===== config.mk =====
export PLATFORM = sky130hd
export DESIGN_NAME = bits_imem_controller
export DESIGN_NICKNAME = d
export VERILOG_FILES = /design/src/rtl/bits_imem_controller.sv
export SDC_FILE = /design/constraint.sdc
export NUM_CORES = 1
export LEC_CHECK = 0
export BUFFER_PORTS_ARGS = -buffer_cell sky130_fd_sc_hd__buf_4
export CAP_MARGIN = 20
export CORE_UTILIZATION = 50
export CTS_BUF_LIST = sky130_fd_sc_hd__clkbuf_8 sky130_fd_sc_hd__clkbuf_16
export CTS_CLUSTER_DIAMETER = 100
export CTS_CLUSTER_SIZE = 30
export DETAILED_ROUTE_END_ITERATION = 12
export HOLD_SLACK_MARGIN = 0.08
export PLACE_DENSITY = 0.87
export SLEW_MARGIN = 10
export SYNTH_ARGS = -nofsm -noshare
export SYNTH_HDL_FRONTEND = slang
export SYNTH_SLANG_ARGS = --single-unit
export TNS_END_PERCENT = 100

===== constraint.sdc =====
create_clock -name clk -period 6.05 [get_ports clk]
set_input_delay 0.3025 -clock clk [delete_from_list [all_inputs] [get_ports clk]]
set_output_delay 0.3025 -clock clk [all_outputs]
set_load 0.01 [all_outputs]

===== src/rtl/bits_imem_controller.sv =====
// bits_imem_controller: instruction-memory fetch controller for the BITS decoder core.
// Each active-low request from the core causes one 128-bit word to be read from the
// single-port instruction SRAM. The word is returned with a per-byte valid mask that
// reflects how many of the programmed bytes are still outstanding. Once every byte
// has been delivered, done_reading_memory is raised and stays set.

module bits_imem_controller #(
    parameter int                ADDR_W    = 12,
    parameter logic [ADDR_W-1:0] BASE_ADDR = '0
) (
    input  logic              clk,
    input  logic              resetB,
    input  logic              start,
    input  logic [15:0]       expectedBytes,
    input  logic              mem_req_b,
    output logic              mem_ack_b,
    output logic [127:0]      instruction_word,
    output logic [15:0]       instruction_byte_valid,
    output logic              done_reading_memory,
    output logic              busy,
    output logic              imem_ceb,
    output logic [ADDR_W-1:0] imem_addr,
    input  logic [127:0]      imem_rdata
);

    // Bytes carried by one SRAM word.
    localparam logic [15:0] WORD_BYTES = 16'd16;

    // DONE_REQ is the single filler cycle used when a request arrives after
    // every byte has been delivered; it has no SRAM access, so the ack
    // arrives one cycle sooner than on a real read.
    typedef enum logic [2:0] {
        IDLE     = 3'd0,
        ARMED    = 3'd1,
        READ     = 3'd2,
        CAPTURE  = 3'd3,
        ACK      = 3'd4,
        RELEASE  = 3'd5,
        DONE     = 3'd6,
        DONE_REQ = 3'd7
    } state_t;

    state_t state_q;
    state_t state_d;

    // Bytes still to be delivered and the word address of the next read.
    logic [15:0]       rem_q;
    logic [15:0]       rem_d;
    logic [ADDR_W-1:0] addr_q;
    logic [ADDR_W-1:0] addr_d;

    // Next values of the registered outputs.
    logic              mem_ack_b_d;
    logic [127:0]      instruction_word_d;
    logic [15:0]       instruction_byte_valid_d;
    logic              done_reading_memory_d;
    logic              busy_d;
    logic              imem_ceb_d;
    logic [ADDR_W-1:0] imem_addr_d;

    // Capture-time helpers: mask for the word being captured and bytes left afterwards.
    logic [15:0] capture_mask;
    logic [15:0] rem_after;

    // A start pulse only counts when no transfer is in progress.
    logic start_accept;
    assign start_accept = start && ((state_q == IDLE) || (state_q == DONE));

    // State register.
    always_ff @(posedge clk) begin
        if (resetB) begin
            state_q <= IDLE;
        end else begin
            state_q <= state_d;
        end
    end

    // Next-state logic for the fetch handshake.
    always_comb begin
        state_d = state_q;
        case (state_q)
            IDLE: begin
                if (start) begin
                    state_d = (expectedBytes == 16'd0) ? DONE : ARMED;
                end
            end
            ARMED: begin
                if (!mem_req_b) begin
                    state_d = READ;
                end
            end
            READ: begin
                state_d = CAPTURE;
            end
            CAPTURE: begin
                state_d = ACK;
            end
            ACK: begin
                state_d = RELEASE;
            end
            RELEASE: begin
                if (mem_req_b) begin
                    state_d = (rem_q != 16'd0) ? ARMED : DONE;
                end
            end
            DONE: begin
                if (start) begin
                    state_d = (expectedBytes == 16'd0) ? DONE : ARMED;
                end else if (!mem_req_b) begin
                    state_d = DONE_REQ;
                end
            end
            DONE_REQ: begin
                state_d = ACK;
            end
            default: begin
                state_d = IDLE;
            end
        endcase
    end

    // Output and datapath next values, derived from the current and next state.
    always_comb begin
        capture_mask = (rem_q >= WORD_BYTES) ? 16'hFFFF : ~(16'hFFFF >> rem_q[3:0]);
        rem_after    = (rem_q >= WORD_BYTES) ? (rem_q - WORD_BYTES) : 16'd0;

        rem_d                    = rem_q;
        addr_d                   = addr_q;
        instruction_word_d       = instruction_word;
        instruction_byte_valid_d = instruction_byte_valid;
        done_reading_memory_d    = done_reading_memory;
        imem_addr_d              = imem_addr;

        if (start_accept) begin
            rem_d                 = expectedBytes;
            addr_d                = BASE_ADDR;
            done_reading_memory_d = (expectedBytes == 16'd0);
        end

        if (state_q == CAPTURE) begin
            instruction_word_d       = imem_rdata;
            instruction_byte_valid_d = capture_mask;
            rem_d                    = rem_after;
            addr_d                   = addr_q + ADDR_W'(1);
        end

        if (state_q == DONE_REQ) begin
            instruction_byte_valid_d = 16'h0000;
        end

        if (state_d == READ) begin
            imem_addr_d = addr_q;
        end

        if ((state_d == ACK) && (rem_d == 16'd0)) begin
            done_reading_memory_d = 1'b1;
        end

        imem_ceb_d  = (state_d != READ);
        mem_ack_b_d = (state_d != ACK);
        busy_d      = !((state_d == IDLE) || (state_d == DONE));
    end

    // Output and datapath registers; reset discards any read in flight.
    always_ff @(posedge clk) begin
        if (resetB) begin
            rem_q                  <= 16'd0;
            addr_q                 <= BASE_ADDR;
            mem_ack_b              <= 1'b1;
            instruction_word       <= 128'd0;
            instruction_byte_valid <= 16'h0000;
            done_reading_memory    <= 1'b0;
            busy                   <= 1'b0;
            imem_ceb               <= 1'b1;
            imem_addr              <= BASE_ADDR;
        end else begin
            rem_q                  <= rem_d;
            addr_q                 <= addr_d;
            mem_ack_b              <= mem_ack_b_d;
            instruction_word       <= instruction_word_d;
            instruction_byte_valid <= instruction_byte_valid_d;
            done_reading_memory    <= done_reading_memory_d;
            busy                   <= busy_d;
            imem_ceb               <= imem_ceb_d;
            imem_addr              <= imem_addr_d;
        end
    end

endmodule


; After elaboration in Yosys (flattened, before gate mapping)
; Cells that the tools add are included.
[word_totals]
regBits = 191
inputBits = 148
elab_cells = 57
out_inout_bits = 160
[op_classes]
mux = 16
order_cmp = 1
reduce_logical = 14
eq_ne = 12
bitwise = 1
n_addsub = 2
shifts = 1
[ops]
columns = op, count
row1 = $mux W16, 4
row2 = $logic_not A16 Y1, 2
row3 = $mux W12, 2
row4 = $mux W3, 7
row5 = $pmux W3 S7, 1
row6 = $eq A3 B3 Y1 const B, 6
row7 = $ge A16 B5 Y1 const B, 1
row8 = $not A16 Y16, 1
row9 = $reduce_bool A16 Y1, 1
row10 = $shr A16 B4 Y16 const A, 1
row11 = $sub A16 B5 Y16 const B, 1
row12 = $add A12 B1 Y12 const B, 1
row13 = $eq A3 B2 Y1 const B, 3
row14 = $logic_not A3 Y1, 2
row15 = $reduce_bool A2 Y1, 2
row16 = $reduce_or A2 Y1, 2
row17 = $eq A3 B1 Y1 const B, 1
row18 = $ne A3 B2 Y1 const B, 1
row19 = $ne A3 B3 Y1 const B, 1
row20 = $logic_and A1 B1 Y1, 2
row21 = $logic_or A1 B1 Y1, 2
row22 = $mux W1, 2
row23 = $logic_not A1 Y1, 1

; Logic depth before layout (Yosys ltp)
[logic_depth]
ltp_word = 8
depth_mapped = 10
depth_no_buf = 9

; Least setup slack after synthesis
; No wires, ideal clock.
[synth_timing]
path_type = register to register
from = register rem_q[4]
to = register done_reading_memory
required_ps = 5954
path_stages_with_launch = 10
path_buffers = 0
period_less_slack_ps = 2540
setup_time_ps = 96
setup_slack_ps = 3510
arrival_ps = 2444
path_cell_list = dfxtp_1 > inv_1 > ha_1 > or3b_4 > or3_4 > o211ai_2 > o311a_2 > nand4_1 > or4_1 > o41ai_2
[synth_between]
elab_chain_cells = 7
[synth_rtl]
columns = element, line_no
row1 = "start, declared", 47  ; logic [15:0] rem_q;
row2 = "start signal, assigned", 177  ; rem_q <= rem_d;
row3 = branches (longest 5 deep; another with $sub A16 B5 Y16), n/a
row4 = $logic_and A1 B1 Y1 *, 155  ; if ((state_d == ACK) && (rem_d == 16'd0)) begin
row5 = $mux W1 or $reduce_bool A2 Y1 (tied branches), n/a
row6 = "end signal, assigned", 182  ; done_reading_memory <= done_reading_memory_d;
row7 = "end, declared", 19  ; output logic done_reading_memory,
; Mark *: on every way between the ends.
; A chain may end at the register's enable or synchronous reset.

; Worst setup path in the final report
[layout_timing]
from = register state_q[1]
to = register done_reading_memory
[layout_between]
elab_chain_cells = 8
[layout_rtl]
columns = element, line_no
row1 = "start, declared", 43  ; state_t state_q;
row2 = "start signal, assigned", 74  ; state_q <= state_d;
row3 = $eq A3 B3 Y1 or $logic_not A3 Y1 (tied branches), "67, 81"
row4 = $logic_or A1 B1 Y1, 67  ; assign start_accept = start && ((state_q == IDLE) || (state_q == DONE));
row5 = $logic_and A1 B1 Y1, 67
row6 = $mux W16, 134  ; if (start_accept) begin
row7 = $mux W16, 140  ; if (state_q == CAPTURE) begin
row8 = $logic_not A16 Y1, 155
row9 = $logic_and A1 B1 Y1, 155
row10 = $mux W1 or $reduce_bool A2 Y1 (tied branches), n/a
; Several ways; a longest one is shown, not always the timed one.

==> impl_metrics.toml <==
[global_route]
grt_usage_pct = 29.41
antenna_found_initial = 1
grt_pass1_wl_mm = 36.49
grt_max_degree = 90
overflow = 0
grt_pass1_vias = 7231

[placement]
place.port_buffers = 307
dp_hpwl_mm = 15.97
dpl_worst_slack_ns = 2.822
gp_congestion = 0.8885

[critical_path]
startpoint_type = "flip-flop"
crit_fanout = 80
crit_type = "reg -> reg"
reg2reg_from = "state_q[1]"
end_kind = "flip-flop"
required_ns = 6.36
r2r_setup_slack_ns = 2.75
cp.arrival_ns = 3.61
slowest_delay_ns = 0.85
slowest_stage = "and3b_4"
rr_worst_depth = 7
rr_endpoint = "done_reading_memory"
path_cells = "and3b_4 -> buf_4 -> o31ai_2 -> o221a_2 -> nand3_1 -> or4_1 -> o41ai_2"

[yosys]
synth_edf_count = 0
synth-seq-cells = 191
synthFlopType = "dfxtp_1"
synth_cell_types = 60
synth_cells = 941
ys_seq_area_share_pct = 51.13
avgSynthCellArea_um2 = 7.947
netlist_area_um2 = 7478
ys_async_sr_fraction_pct = 0
yosysWarnings = 0
syn_nets = 1093

[drt]
viasPerCell = 5.447
dr.pass1.iters = 5
post-route-drc-count = 0
wire_per_inst_um = 16.33
ant_nets = 0
drtIter0Drc = 641
routed_wl_mm = 22.93
vias = 7648

[clocking]
cts-resized-gates = 0
cts_htree_levels = 4
clk_pin_slew_ns = 0.07
cts_root_buffer = "clkbuf_16"
ctsHoldBuffers = 0
clkLatencyLatePin_ns = 0.43
cts_buffer_depth = 2
cts_buffers = 17
postCtsSetupRepairBufs = 0
tritoncts = "built"
cts_sinks = 191

[final_layout]
layout-drive-gt1-share_pct = 29.70
syn_to_final_growth_pct = 39.95
layout_commonest_cell = "buf_4"
layout_common_cells = "buf_4, nand2_1, dfxtp_1"
fin_nets = 1358
final_util_pct = 71.74
fillers = 1135

[hold_path]
min_path_cells = 3
hp-class = "in -> reg"
hold_start = "imem_rdata[112]"
hold_end = "instruction_word[112]"

[flow_run]
maxCapViolCount = 0

[die]
io_pins = 308
core-area_um2 = 14590
fp-row-count = 44
die_h_um = 124.3
die_w_um = 124.3
initial_utilization_pct = 51.26
dieArea_um2 = 15450

[sta]
max_clock_freq_ghz = 0.3029
fin_crit_sh_pct = 54.57
setup_viol = 0
fin_skew_ns = 0.007745
tightest_slew_ns = 0.9289
slew_viol_final = 0
hold_viol_final = 0
slew_headroom_pct = 38.07
fin_ws_ns = 2.748
fin_setup_tns_ns = 0
fin_crit_ns = 3.302
rsz0062_at_grt = "no"

[power]
power_density_nw_per_um2 = 293.1
peakVddDrop_mv = 0.1816
p_leak_nw = 4.401

[outcome]
status = "completed"
-- logic make-up (layout without fill, tap and decap cells) --
kind of cell | Yosys count | in the layout | share of synthesized area [%]
other | 0 | 1 | 0
muxes | 16 | 16 | 2.192
AOI/OAI and AO/OA | 232 | 232 | 17.67
DFF | 191 | 191 | 51.13
and+or+nand+nor | 421 | 421 | 23.87
xor gates and xnor gates | 5 | 5 | 0.5857
buffers and inverters | 72 | 350 | 3.882
adders and majority gates | 4 | 4 | 0.6693
-- Yosys cell counts (2+ instances only) --
master | count | area share (%)
buf_2 | 4 | 0.27
xor2_1 | 2 | 0.23
or2_1 | 2 | 0.17
a311oi_1 | 4 | 0.47
o21ai_0 | 28 | 1.9
mux2_2 | 3 | 0.45
a221oi_1 | 5 | 0.59
a21boi_0 | 2 | 0.20
and3_1 | 8 | 0.67
nor2_1 | 52 | 2.6
nand3_1 | 19 | 1.3
xnor2_1 | 3 | 0.35
nand2_1 | 292 | 15
or3_1 | 2 | 0.17
nand2b_1 | 3 | 0.25
nand4_1 | 2 | 0.17
ha_1 | 4 | 0.67
a21oi_1 | 157 | 11
buf_1 | 4 | 0.20
o211ai_1 | 2 | 0.20
clkbuf_1 | 57 | 2.9
dfxtp_1 | 191 | 51
buf_6 | 2 | 0.30
inv_1 | 5 | 0.25
a31oi_1 | 8 | 0.67
o31ai_1 | 4 | 0.40
a21o_1 | 2 | 0.20
nor4_1 | 5 | 0.42
nor2b_1 | 5 | 0.42
and2_1 | 9 | 0.75
or4_1 | 6 | 0.60
o22ai_1 | 2 | 0.17
nor3b_1 | 2 | 0.20
mux2i_1 | 13 | 1.7
o21a_1 | 2 | 0.20
nor3_1 | 6 | 0.40
-- critical path: cells and delay by family, from the launching register on --
kind	cells	cell delay, ns
AOI/OAI and AO/OA	3	0.65
buffers and inverters	1	0.77
DFF	1	0.59
and+or+nand+nor	3	1.07
-- report_power, final --
group | total, mW | switching, mW | internal, mW | leakage (nW)
Combinational | 0.455 | 0.250 | 0.205 | 2.53
Clock | 1.26 | 0.506 | 0.755 | 0.323
Sequential | 1.35 | 0.0469 | 1.30 | 1.54
Total | 3.07 | 0.803 | 2.26 | 4.40
-- worst max-delay path by stage --
stage                                endpoint  startpoint  slack, ns
after floorplan           done_reading_memory    rem_q[4]       3.51
after global placement    done_reading_memory  state_q[1]       2.88
after detailed placement  done_reading_memory  state_q[1]       2.82
after CTS                 done_reading_memory  state_q[1]       2.81
after global routing      done_reading_memory  state_q[1]       2.43
final                     done_reading_memory  state_q[1]       2.75
-- flip-flops by register name, summed over array words and instances, names as in the netlist --
name,count
done_reading_memory,1
instruction_word,128
state_q,3
imem_addr,12
busy,1
rem_q,16
instruction_byte_valid,16
imem_ceb,1
addr_q,12
mem_ack_b,1
-- cell type report --
class / instances / area, um^2 / share of cell area [%]
Tap cell: 184 / 230.2 / 2.200
Sequential cell: 191 / 3824 / 36.53
Timing Repair Buffer: 313 / 2350 / 22.45
Clock buffer: 18 / 439.2 / 4.196
Multi-Input combinational cell: 678 / 3376 / 32.25
Antenna cell: 1 / 2.502 / 0.02391
Inverter: 5 / 18.77 / 0.1793
Clock inverter: 14 / 226.5 / 2.164
-- per-layer routing --
layer  global-route usage (%)  wire length [um]  vias to the layer above  part of all wire [%]
met5                        0                 0                        -                     0
met4                    15.52               962                        0                   4.2
met3                    7.775              1950                       66                   8.5
met2                    50.18             11370                      404                    50
met1                    33.54              8645                     3474                    38
li1                         -                 -                     3704                     -
-- through the flow --
stage	hold slack (ns)	total power, mW	cells	area, um^2
5_1_grt	0.1034	3.178	1404	10470
3_3_place_gp	0.4420	1.820	1371	9798
4_1_cts	0.1023	3.075	1403	10460
6_report	0.1150	3.067	1404	10470
3_5_place_dp	0.4466	1.824	1371	9798
2_1_floorplan	0.4385	1.631	941	7478
Power figures use the tool's default switching activity.
